--- config.mk ---
export PLATFORM = sky130hd
export DESIGN_NAME = instr_fetch
export DESIGN_NICKNAME = d
export VERILOG_FILES = /design/src/rtl/cpu_pkg.sv /design/src/rtl/fetch_pc_reg.sv /design/src/rtl/instr_fetch.sv
export SDC_FILE = /design/constraint.sdc
export NUM_CORES = 1
export LEC_CHECK = 0
export ABC_CLOCK_PERIOD_IN_PS = 1780
export CAP_MARGIN = 30
export CORE_ASPECT_RATIO = 0.6
export CORE_MARGIN = 2
export CORE_UTILIZATION = 25
export DETAILED_ROUTE_END_ITERATION = 12
export GPL_TIMING_DRIVEN = 1
export PLACE_DENSITY_LB_ADDON = 0.3
export SYNTH_ARGS = -nofsm -noshare
export SYNTH_HDL_FRONTEND = slang
export SYNTH_SLANG_ARGS = --single-unit
--- constraint.sdc ---
create_clock -name clk -period 1.78 [get_ports clk]
set_input_delay 0.356 -clock clk [delete_from_list [all_inputs] [get_ports clk]]
set_output_delay 0.356 -clock clk [all_outputs]
set_load 0.1 [all_outputs]
--- src/rtl/cpu_pkg.sv ---
// Shared CPU definitions: fetch FSM encoding and fetch constants.
package cpu_pkg;

  typedef enum logic [1:0] {
    S_BOOT = 2'd0,
    S_REQ  = 2'd1,
    S_WAIT = 2'd2,
    S_HOLD = 2'd3
  } fetch_state_e;

  localparam logic [31:0] NOP_INSTR = 32'h0000_0013;  // addi x0, x0, 0
  localparam int unsigned PC_INC    = 4;

  // A redirect target whose low bits are set cannot be a legal word address.
  function automatic logic is_misaligned(input logic [1:0] lo);
    return lo != 2'b00;
  endfunction

endpackage

--- src/rtl/fetch_pc_reg.sv ---
// Program counter: reset value, +4 advance, redirect with word alignment.
module fetch_pc_reg
  import cpu_pkg::*;
#(
  parameter int unsigned ADDR_W = 32,
  parameter logic [ADDR_W-1:0] RESET_PC = '0
) (
  input  logic              clk,
  input  logic              rst,
  input  logic              inc,
  input  logic              redir,
  input  logic [ADDR_W-1:0] redir_pc,
  output logic [ADDR_W-1:0] pc
);

  // Redirect wins over the increment; low two bits are forced to zero.
  // The add wraps naturally at the register width.
  always_ff @(posedge clk) begin
    if (rst)        pc <= RESET_PC;
    else if (redir) pc <= {redir_pc[ADDR_W-1:2], 2'b00};
    else if (inc)   pc <= pc + ADDR_W'(PC_INC);
  end

endmodule

--- src/rtl/instr_fetch.sv ---
// Fetch stage: one-outstanding imem reads, instruction register with
// valid/ready toward decode, and redirect handling with in-flight kill.
module instr_fetch
  import cpu_pkg::*;
#(
  parameter logic [31:0] RESET_PC = 32'h0000_0000,
  parameter int unsigned ADDR_W   = 32
) (
  input  logic              clk,
  input  logic              rst,
  output logic              imem_req,
  output logic [ADDR_W-1:0] imem_addr,
  input  logic              imem_gnt,
  input  logic              imem_rvalid,
  input  logic [31:0]       imem_rdata,
  input  logic              redirect_valid,
  input  logic [ADDR_W-1:0] redirect_pc,
  output logic              instr_valid,
  input  logic              instr_ready,
  output logic [31:0]       instr,
  output logic [ADDR_W-1:0] instr_pc,
  output logic              instr_misalign
);

  fetch_state_e      state;
  logic              kill;      // response of the in-flight request must be dropped
  logic              pc_inc;
  logic [ADDR_W-1:0] pc;

  // Advance only when a live (non-killed, non-redirected) word is captured.
  assign pc_inc = (state == S_WAIT) && imem_rvalid && !kill && !redirect_valid;

  fetch_pc_reg #(
    .ADDR_W   (ADDR_W),
    .RESET_PC (ADDR_W'(RESET_PC))
  ) u_pc (
    .clk      (clk),
    .rst      (rst),
    .inc      (pc_inc),
    .redir    (redirect_valid),
    .redir_pc (redirect_pc),
    .pc       (pc)
  );

  assign imem_addr = pc;

  // Fetch FSM with registered request, instruction register and sticky flag.
  always_ff @(posedge clk) begin
    if (rst) begin
      state          <= S_BOOT;
      imem_req       <= 1'b0;
      instr_valid    <= 1'b0;
      instr          <= NOP_INSTR;
      instr_pc       <= '0;
      kill           <= 1'b0;
      instr_misalign <= 1'b0;
    end else begin
      if (redirect_valid && is_misaligned(redirect_pc[1:0]))
        instr_misalign <= 1'b1;

      case (state)
        S_BOOT: begin
          state    <= S_REQ;
          imem_req <= 1'b1;
        end

        S_REQ: begin
          // A granted request is in flight whether or not we redirect;
          // on redirect its data is marked for dropping.
          if (imem_gnt) begin
            state    <= S_WAIT;
            imem_req <= 1'b0;
            if (redirect_valid) kill <= 1'b1;
          end
        end

        S_WAIT: begin
          if (redirect_valid) begin
            if (imem_rvalid) begin
              kill     <= 1'b0;
              state    <= S_REQ;
              imem_req <= 1'b1;
            end else begin
              kill <= 1'b1;
            end
          end else if (imem_rvalid) begin
            if (kill) begin
              kill     <= 1'b0;
              state    <= S_REQ;
              imem_req <= 1'b1;
            end else begin
              instr       <= imem_rdata;
              instr_pc    <= pc;
              instr_valid <= 1'b1;
              state       <= S_HOLD;
            end
          end
        end

        S_HOLD: begin
          // Redirect squashes the held word even if it is being accepted.
          if (redirect_valid || instr_ready) begin
            instr_valid <= 1'b0;
            state       <= S_REQ;
            imem_req    <= 1'b1;
          end
        end

        default: begin
          state    <= S_BOOT;
          imem_req <= 1'b0;
        end
      endcase
    end
  end

endmodule

### Yosys cells after proc, flatten, opt, wreduce, memory -nomap -nowiden

Index checks and enable logic that the tools add are counted.
W data, S select, Z words.

* memory bits (read-only): 0
* RAM bits: 0
* register bits: 102
* memories kept: 0
* bits in latches: 0

* multipliers: 0
* equality and inequality tests: 11
* muxes and demuxes: 27
* reductions and logical operators: 18
* $add $sub $neg: 1
* divide/modulo/power cells: 0
* shift-type cells: 0
* magnitude comparators: 0
* bitwise gates (word level): 2

Operators with widths (count)
* $mux W32: 2
* $add A32 B3 Y32 const B: 1
* $mux W1: 15
* $mux W2: 6
* $ne A2 B2 Y1 const B: 6
* $reduce_and A4 Y1: 3
* $pmux W2 S4: 1
* $reduce_bool A2 Y1: 4
* $ne A3 B3 Y1 const B: 2
* $reduce_and A5 Y1: 1
* $eq A2 B2 Y1 const B: 2
* $logic_and A1 B1 Y1: 4
* $pmux W1 S2: 2
* $pmux W1 S4: 1
* $reduce_and A3 Y1: 1
* $eq A2 B1 Y1 const B: 1
* $logic_not A1 Y1: 2
* $logic_not A2 Y1: 1
* $not A1 Y1: 2
* $reduce_or A2 Y1: 1
* $logic_or A1 B1 Y1: 1

### Longest topological paths before layout

* depth in word-level cells: 6
* gate-level depth with buffers: 8
* mapped depth without buffers: 6

### Cells and area by module

Synthesis repeated with hierarchy kept, for this count alone.

* cell total of the unflattened synthesis: 578
* area total of the unflattened synthesis: 4590.7 sq um

By module, submodules not included
* instr_fetch: instances 1, sequential area each 1401.3 sq um, cells an instance 327, area each 2661.3 sq um
* fetch_pc_reg: instances 1, sequential area each 600.6 sq um, cells an instance 251, area each 1929.4 sq um

### Least setup slack after synthesis

Ideal clock, no wire load.

* kind: flip-flop to flip-flop
* from: register u_pc.pc[2]
* to: register u_pc.pc[16]
* library setup time: 0.091 ns
* setup slack: -0.741 ns
* clock period less this slack: 2.521 ns
* cell stages (with the launch flop): 7
* data arrival time: 2.429 ns
* data required time: 1.689 ns
* buffers on the path: 1
* cell sequence: dfxtp_1 ha_1 and4b_1 buf_4 nand4_1 or4_1 a311oi_1

* cells in the longest elaborated chain, start to end: 3

Ends and longest elaborated chain
* start: declaration: line fetch_pc_reg.sv:13 `output logic [ADDR_W-1:0] pc`
* start signal: assignment: line fetch_pc_reg.sv:20 `else if (redir) pc <= {redir_pc[ADDR_W-1:2], 2'b00};`
* start signal: assignment: line fetch_pc_reg.sv:21 `else if (inc) pc <= pc + ADDR_W'(PC_INC);`
* $add A32 B3 Y32: line fetch_pc_reg.sv:21
* $mux W32: line fetch_pc_reg.sv:21
* $mux W32: line fetch_pc_reg.sv:20

No other way between the ends. The select of a mux whose other input is x is not followed.
A chain may end at the register's enable or synchronous reset.

### Worst setup path after layout

* from: register state[0]
* to: register u_pc.pc[16]

* cells in the longest elaborated chain, start to end: 5

Ends and longest elaborated chain
* start: declaration: line instr_fetch.sv:25 `fetch_state_e state;`
* start signal: assignment: line instr_fetch.sv:50 `state <= S_BOOT;`
* start signal: assignment: line instr_fetch.sv:63 `state <= S_REQ;`
* start signal: assignment: line instr_fetch.sv:71 `state <= S_WAIT;`
* $eq A2 B2 Y1: line instr_fetch.sv:31 `assign pc_inc = (state == S_WAIT) && imem_rvalid && !kill && !redirect_valid;`
* $logic_and A1 B1 Y1 (3 in series): line instr_fetch.sv:31
* $reduce_bool A2 Y1 (no line)

No other way between the ends.

==> results.toml <==
[global_routing]
antenna_found_initial = 1
grt_max_degree = 75
track_usage = 0.1626
grt_pass1_wl_um = 23840
first_global_vias = 4234
grt_overflow = 0

[setup_path]
startpoint_type = "register"
cp_max_fo = 4
critical-path-slowest-cell = "or4_1"
cp.arrival_ns = 2.00
worst-path-buf-inv = 1
critical_path.max_stage_delay_ns = 0.45
worstReg2RegStart = "state[0]"
worstPathRequired_ns = 2.02
r2r-end = "u_pc.pc[16]"
worstSetupEndpointType = "register"
ff2ff_setup_slack_ns = 0.02
worstRegToRegCells = 6
crit_chain = "inv_2 -> ha_4 -> and4b_2 -> nand4_1 -> or4_1 -> a311oi_1"
crit_family = "simple AND/OR/NAND/NOR gates"
path_class = "register to register"
cp-startpoint = "state[0]"

[power_and_ir_drop]
peakVddDrop_uv = 435.3
leakagePower_nw = 3.041
p_total_mw = 5.403
power_density_nw_per_um2 = 657.8

[layout]
layout.cells.most_common_list = "nand2_1 (143), buf_12 (104), a21oi_1 (69), dfxtp_1 (68), clkdlybuf4s50_1 (67)"
layout.cells.non_filler = 996
final_common_cell = "nand2_1"
final_nets = 831
drive_gt1_frac = 0.3154
nFillCells = 1630
syn2layout_area_growth_pct = 89.44
multi_input_area_um2 = 2293
regArea_um2 = 2057

[sta]
slew_viol_final = 0
fin_ws_ns = 0.02076
finalHoldViolations = 0
fin_crit_sh = 0.9883
max_freq_mhz = 568.4
fin_crit_ns = 1.759
setup_violations = 0
fin_worst_skew_ns = 0.004711
rsz0062_at_grt = "yes"

[floorplanning]
dieHeight_um = 106.0
die-area_um2 = 18450
start_util = 0.2545
core_um2 = 17040
io_pins = 169
num_rows = 37
die_x_um = 174.0

[clock_tree]
numCtsBuffers = 9
clkSinkCount = 98
ctsHoldBuffers = 0
cts_tree = "yes"
ctsLongestPathBuffers = 2
htreeDepth = 3
clk_pin_slew_ns = 0.07
root_buffer = "clkbuf_16"
worst_skew_pair.late_latency_ns = 0.34

[hold_path]
hold_class = "primary input to register"
whs_path_depth = 2
hold_end = "instr_valid"
hp-start = "rst"

[drt]
dr.pass1.iters = 4
wl_per_cell_um = 15.19
viasPerCell = 4.591
routed_wl_um = 15130
drtAntennaViolNets = 0
first_iter_violations = 232
vias = 4573
drc = 0

[synthesis]
synth_area_um2 = 4335
synth_flop_cell = "dfxtp_1"
postSynth.asyncResetShare = 0
synth_seq_cells = 98
synth_cell_types = 48
syn_inst = 547
synth-edff-count = 0
yosys_warnings = 0
yosysSeqAreaShare = 0.4525
post_synth.cell_area_avg_um2 = 7.926

[placed_design]
post-place-ws_ns = -0.4605
place_congestion = 0.8046
dp.cells = 972
hpwlAfterDp_um = 11240
port_buffers = 164

[run_status]
status = "complete, no violations"

[job]
drv_cap = 0
[registers in the layout, summed over array words and instances (netlist names)]
| signal | count |
|---|---|
| instr | 32 |
| u_pc.pc | 30 |
| instr_valid | 1 |
| imem_req | 1 |
| kill | 1 |
| state | 2 |
| instr_misalign | 1 |
| instr_pc | 30 |
[where the power goes]
group / switching, mW / internal, mW / leakage (nW)
Clock: 0.849 / 0.987 / 0.129
Sequential: 0.0830 / 2.25 / 0.814
Combinational: 0.725 / 0.509 / 2.10
Total: 1.66 / 3.75 / 3.04
[worst max path at each step]
stage	depth (start not counted)	slack (ns)	endpoint
floorplan	6	-0.16	u_pc.pc[16]
global placement	6	-0.43	u_pc.pc[22]
detailed placement	6	-0.46	u_pc.pc[22]
CTS	6	-0.01	u_pc.pc[22]
global route	7	-0.06	u_pc.pc[26]
finish	6	0.02	u_pc.pc[16]
[worst reg2reg max path: cells and delay by family (launching register included)]
family          cells  cell delay, ns
compound gates      1            0.21
flops               1            0.33
fa+ha+maj           1            0.14
buf+inv             1            0.06
simple gates        3            0.93
[area by class of cell]
cell class | instances | area share
tap | 234 | 0.03565
multi-input combinational | 400 | 0.2793
clock inverter | 4 | 0.003199
antenna | 1 | 0.0003047
sequential | 98 | 0.2505
timing repair buffer | 236 | 0.3961
clock buffer | 12 | 0.03001
inverter | 11 | 0.005027
[logic make-up after synthesis]
group | synth area share
buf+inv | 0.05426
compound gates | 0.1798
other cells | 0.0008650
fa+ha+maj | 0.01443
flops | 0.4525
simple gates | 0.2791
mux | 0.004906
xor+xnor | 0.01414
[cell usage after synthesis (all sizes together), types with 9 or more instances]
library cell,count,area share
clkbuf,29,0.025
buf,13,0.020
a311oi,17,0.034
nand2,147,0.13
nor2,29,0.025
o21ai,10,0.012
a21oi,69,0.080
inv,11,0.0095
or4,11,0.019
o31ai,11,0.019
nand3,12,0.014
or3,9,0.014
nand4,9,0.018
dfxtp,98,0.45
[per-stage QoR]
stage,util,hold WS [ns],TNS (ns),area (um2)
global placement,0.4590,0.4701,-19.00,7820
global route,0.4819,0.2782,-0.1987,8210
CTS,0.4770,0.2577,-0.01038,8127
floorplan,-,0.4651,-0.4919,4527
finish,0.4821,0.2725,0,8213
detailed placement,0.4590,0.4768,-19.76,7820
[layer usage]
layer  part of all wire  vias to the layer above  GRT usage
met5                  0                        -          0
met4             0.0042                        0    0.02401
met3              0.087                        9    0.05794
met2               0.41                      137     0.2251
met1               0.50                     2089     0.2424
li1                   -                     2338          -
[timing repair]
| item | in CTS | in global routing |
|---|---|---|
| resized for setup | 7 | 10 |
| setup buffers | 3 | 3 |
| setup endpoints to repair | 14 | 20 |
| cloned | 0 | 1 |
| pin swaps | 5 | 9 |
No activity file was read; power rests on OpenSTA's default activity.
